<file path="src/rtl/and_gate.sv">
// Bitwise AND cell with combinational and registered results, an all-high flag and a
// saturating rise-event counter. Define AND_GATE_FILTER_EN to add a stability filter in front of y_q.
module and_gate #(
    parameter int unsigned WIDTH      = 1,
    parameter int unsigned CNT_W      = 16,
    parameter int unsigned FILTER_LEN = 2
) (
    input  logic             clk,
    input  logic             rst,
    input  logic [WIDTH-1:0] a,
    input  logic [WIDTH-1:0] b,
    output logic [WIDTH-1:0] y,
    output logic [WIDTH-1:0] y_q,
    output logic             all_high,
    output logic [CNT_W-1:0] edge_cnt
);

    // Elaboration-time parameter sanity checks
    if (WIDTH < 1)      begin : g_bad_width  $error("and_gate: WIDTH must be >= 1");      end
    if (CNT_W < 1)      begin : g_bad_cnt_w  $error("and_gate: CNT_W must be >= 1");      end
    if (FILTER_LEN < 1) begin : g_bad_filter $error("and_gate: FILTER_LEN must be >= 1"); end

    logic [WIDTH-1:0] y_q_next;
    logic             rise;

    assign y = a & b;

`ifdef AND_GATE_FILTER_EN
    localparam int unsigned STAB_W = $clog2(FILTER_LEN + 1);

    logic [WIDTH-1:0]  cand;
    logic [STAB_W-1:0] stab;
    logic [STAB_W-1:0] stab_next;

    // A new sample value restarts the run at one; y_q follows only after a full run
    always_comb begin
        stab_next = stab;
        y_q_next  = y_q;
        if (y != cand) begin
            stab_next = STAB_W'(1);
        end else if (stab < STAB_W'(FILTER_LEN)) begin
            stab_next = stab + STAB_W'(1);
        end
        if (stab_next >= STAB_W'(FILTER_LEN)) begin
            y_q_next = y;
        end
    end

    always_ff @(posedge clk or posedge rst) begin
        if (rst) begin
            cand <= '0;
            stab <= '0;
        end else begin
            cand <= y;
            stab <= stab_next;
        end
    end
`else
    assign y_q_next = y;
`endif

    // Any bit going 0->1 on this edge is a single rise event
    assign rise = |(y_q_next & ~y_q);

    always_ff @(posedge clk or posedge rst) begin
        if (rst) begin
            y_q      <= '0;
            edge_cnt <= '0;
        end else begin
            y_q <= y_q_next;
            if (rise && (edge_cnt != {CNT_W{1'b1}})) begin
                edge_cnt <= edge_cnt + CNT_W'(1);
            end
        end
    end

    assign all_high = &y_q;

endmodule

</file>
<file path="config.mk">
export PLATFORM = sky130hd
export DESIGN_NAME = and_gate
export DESIGN_NICKNAME = d
export VERILOG_FILES = /design/src/rtl/and_gate.sv
export SDC_FILE = /design/constraint.sdc
export NUM_CORES = 1
export LEC_CHECK = 0
export CAP_MARGIN = 40
export CORE_MARGIN = 2
export CORE_UTILIZATION = 59
export CTS_CLUSTER_SIZE = 12
export DETAILED_ROUTE_END_ITERATION = 8
export DONT_BUFFER_PORTS = 1
export GPL_ROUTABILITY_DRIVEN = 0
export PLACE_DENSITY = 0.75
export SYNTH_ARGS = -nofsm -noshare
export SYNTH_HDL_FRONTEND = slang
export SYNTH_SLANG_ARGS = --single-unit
</file>
<file path="constraint.sdc">
create_clock -name clk -period 2 [get_ports clk]
set_input_delay 0.5 -clock clk [delete_from_list [all_inputs] [get_ports clk]]
set_output_delay 0.5 -clock clk [all_outputs]
set_load 0.01 [all_outputs]
</file>
### Yosys cells after proc, flatten, opt, wreduce, memory -nomap -nowiden

Cells that the tools add are included.

| storage, ports and cells | value |
|---|---|
| logic and storage cells | 8 |
| memories | 0 |
| bits in latches | 0 |
| output and inout bits | 19 |
| bits in registers | 17 |
| bits of input ports | 4 |
| memory bits (read-only) | 0 |
| memory bits (writable) | 0 |

| operators by class | value |
|---|---|
| $mul | 0 |
| mux-type cells | 0 |
| divide/modulo/power cells | 0 |
| $lt $le $gt $ge | 0 |
| add/sub/neg operators | 1 |
| reduce and logical (&&, ||, !) cells | 1 |
| shift operators | 0 |
| eq/ne operators | 1 |
| bitwise logic cells | 3 |

Operators by type and width:

| cell | count |
|---|---|
| 16-bit by 1-bit adder with 16-bit output, second input constant | 1 |
| 16-bit inequality test, second input constant | 1 |
| 1-bit AND | 2 |
| 1-bit logical AND | 1 |
| 1-bit NOT | 1 |

### Depth between registers and ports, before layout

| logic depth | value |
|---|---|
| word-level depth | 3 |
| mapped depth | 5 |

### Least setup slack after synthesis

Ideal clock, no wire load.

| timing | value |
|---|---|
| path type | register -> register |
| start | register edge_cnt[0] |
| end | register edge_cnt[1] |
| period minus slack after synthesis | 1.705 ns |
| data arrival time | 1.580 ns |
| setup slack | 0.295 ns |
| cell stages (with the launch flop) | 5 |
| path buffers | 0 |
| path through | dfrtp_1 > ha_1 > nand3_1 > o41a_1 > mux2_4 |

| on the way | value |
|---|---|
| longest elaborated chain between the ends | 2 |
| elaborated cells on any way between the ends | 3 |
| those cells by class | add/sub (1); eq/ne (1); reduce/logical (1) |

RTL lines:

| element | RTL line | source |
|---|---|---|
| start: declaration | 15 | `output logic [CNT_W-1:0] edge_cnt` |
| start signal: assignment | 72 | `edge_cnt <= edge_cnt + CNT_W'(1);` |
| parallel branches: the longest is 2 deep, another holds 16-bit by 1-bit adder with 16-bit output | - |  |

Several ways; the timed one is not identified.
A chain may end at the register's enable or synchronous reset.

### Worst setup path in the final report

| timing | value |
|---|---|
| start | register edge_cnt[1] |
| end | register edge_cnt[1] |

The elaborated chain is that of the path after synthesis.

==> impl_metrics.toml <==
[setup_path]
start_kind = "flop"
cp_slowest_cell = "o41a_1"
crit_buf_inv = 0
critPathMaxStageDelay_ns = 0.54
cp.required_ns = 2.18
crit_chain = "ha_1 > nand3_1 > o41a_1 > mux2_4"
rr_endpoint = "edge_cnt[1]"
worstSetupStartpoint = "edge_cnt[1]"
critPathMaxFanout = 5
worstSetupPathType = "reg2reg"
rr_startpoint = "edge_cnt[1]"
r2r_slack_ns = 0.20
critPathArrivalTime_ns = 1.98
cp-end-kind = "flop"
r2r_cells = 4
critical_path.top_delay_family = "compound AO/OA/AOI/OAI gates"

[job]
drv_cap = 0

[sta]
rsz0062_at_grt = "false"
fin_skew_ns = 0.000891
finalSetupTns_ns = 0
post-route-period-util_pct = 90.1
tightest_slew_ns = 0.633
fin_crit_ns = 1.80
hold_violations = 0
hold_ws_ns = 0.173
slew_violations = 0
finalSetupViolCount = 0
clock.fmax_ghz = 0.555
relSlewSlack_pct = 57.8

[synthesis]
synth_top_area_share_pct = 50.8
syn_inst = 73
synth_ff_type = "dfrtp_1"
avgSynthCellArea_um2 = 11.5
ys_seq_elements = 17
yosysTopAreaCell = "dfrtp_1"
synth_nets = 78
netlist_area_um2 = 837
yosysMostFrequentCell = "dfrtp_1"
synth-async-reset-ratio_pct = 100
synth_top_cells_by_area = "dfrtp_1 (51%), xor2_1 (10%), nand4_2 (4.5%), xnor2_1 (4.2%), nand4_1 (3.7%)"
seq_area_frac_synth_pct = 50.8
synth.yosys.warnings = 0
synth_edf_count = 0
synthTopCellsByCount = "dfrtp_1 (17), xor2_1 (10), nand2_1 (6)"
ys_types = 25

[pwr]
peakVddDrop_mv = 0.713
power.internal_w = 0.000542
combPwrFrac_pct = 16.5
p_switching_w = 0.000263
seq_power_share_pct = 61.3
leakage_nw = 0.428
clockPowerShare_pct = 22.2
powerDensity_nw_per_um2 = 905
switching_share_pct = 32.7

[global_routing]
overflow = 0
grt_pass1_wl_um = 2800
gr-usage-all-layers_pct = 21.8
grt_pass1_vias = 576
grt_max_degree = 18
antenna_found_initial = 0

[floorplan]
dieWidth_um = 41.7
core_area_um2 = 1320
fp.dieH_um = 41.7
rows = 13
die_area_um2 = 1740
initial_core_util_pct = 63.5
io_pins = 23

[detailed_routing]
vias_per_cell = 6.60
via_count = 614
firstDrtPassIters = 4
routed_wl_um = 1520
drt_iter0_markers = 14
drt-wirelength-per-cell_um = 16.3
drc = 0
ant_nets = 0

[cells_and_area]
drive_gt1_share_pct = 12.8
antenna_cells = 0
nets = 84
area_growth_pct = 6.28
fill_cells = 97

[cts]
path_clk_slew_ns = 0.09
cts_sinks = 17
cts_resized = 0
cts_tree = "done"
numCtsBuffers = 3
cts_buffer_depth = 2
postCtsSetupRepairBufs = 0
root_buffer = "clkbuf_4"
hold_buffers = 0
htree_levels = 1
clk_latency_ns = 0.29

[min_path]
hold_path_class = "in2async"

[placed_design]
io_buffers = 0
dp_hpwl_um = 1110

[status]
status = "finished, final reports clean"
==> routing by layer <==
layer | share of wire (%) | track usage (%)
met5 | 0 | 0
met4 | 3.3 | 12.3
met3 | 7.6 | 8.70
met2 | 44 | 30.3
met1 | 45 | 28.9
==> area by class of cell <==
| type | instances | area [um^2] | area share, % |
|---|---|---|---|
| well taps | 15 | 18.8 | 2.11 |
| repair buffers | 2 | 15.0 | 1.69 |
| clock buffers | 4 | 26.3 | 2.95 |
| multi-input cells | 54 | 400 | 45.0 |
| inverters | 1 | 3.75 | 0.422 |
| flip-flops and latches | 17 | 425 | 47.8 |
==> layout by cell type, fill, tap and decap left out, types with 2 or more instances in the layout <==
cell type | netlist | layout
nand4_2 | 3 | 3
and2_1 | 2 | 2
xor2_1 | 10 | 10
nor3_1 | 4 | 4
nand3_1 | 2 | 2
nor2_1 | 2 | 2
xnor2_1 | 4 | 4
dfrtp_1 | 17 | 17
buf_4 | 1 | 2
o21ai_0 | 2 | 2
clkbuf_4 | 0 | 3
nand2_1 | 6 | 6
nor4_1 | 3 | 3
nand4_1 | 5 | 5
==> worst register-to-register path, cell delays in order, from the launching register on <==
cell and delay [ns]:
dfrtp_1 0.46, ha_1 0.24, nand3_1 0.13, o41a_1 0.54
mux2_4 0.33
==> kinds of logic after synthesis <==
group                    Yosys count  synth area share, %
adder cells (fa/ha/maj)            1                 1.49
AND/OR/NAND/NOR                   32                 24.1
buffers and inverters              2                 1.35
XOR/XNOR                          14                 14.6
flip-flops                        17                 50.8
multiplexers                       1                 1.79
AO/OA/AOI/OAI                      6                 5.83
==> worst max-delay path by stage <==
stage	endpoint	depth (start not counted)	slack, ns
after floorplan	edge_cnt[1]	4	0.30
after global placement	edge_cnt[1]	4	0.26
after detailed placement	edge_cnt[1]	4	0.22
after CTS	edge_cnt[1]	4	0.19
after global routing	edge_cnt[1]	4	0.10
final	edge_cnt[1]	4	0.20
==> power by group through the flow <==
stage / Clock (W) / Combinational, W / Sequential (W)
floorplan: 0 / 0.0000907 / 0.000496
global placement: 0 / 0.000130 / 0.000500
detailed placement: 0 / 0.000133 / 0.000501
CTS: 0.000184 / 0.000136 / 0.000495
global route: 0.000205 / 0.000156 / 0.000505
finish: 0.000179 / 0.000133 / 0.000493
==> through the flow <==
| stage | util, % | std cells | total power (W) | area [um^2] | setup slack [ns] |
|---|---|---|---|---|---|
| final | 67.5 | 93 | 0.000805 | 890 | 0.197 |
| after global routing | 67.5 | 93 | 0.000866 | 890 | 0.103 |
| after CTS | 67.5 | 93 | 0.000814 | 890 | 0.193 |
| after detailed placement | 65.5 | 89 | 0.000635 | 863 | 0.218 |
| after global placement | 65.5 | 89 | 0.000630 | 863 | 0.259 |
| after floorplan | - | 73 | 0.000587 | 837 | 0.295 |
==> flip-flops by register name, indices dropped and copies added (netlist names) <==
name      flops
edge_cnt     16
all_high      1
No activity file was read; power rests on OpenSTA's default activity.
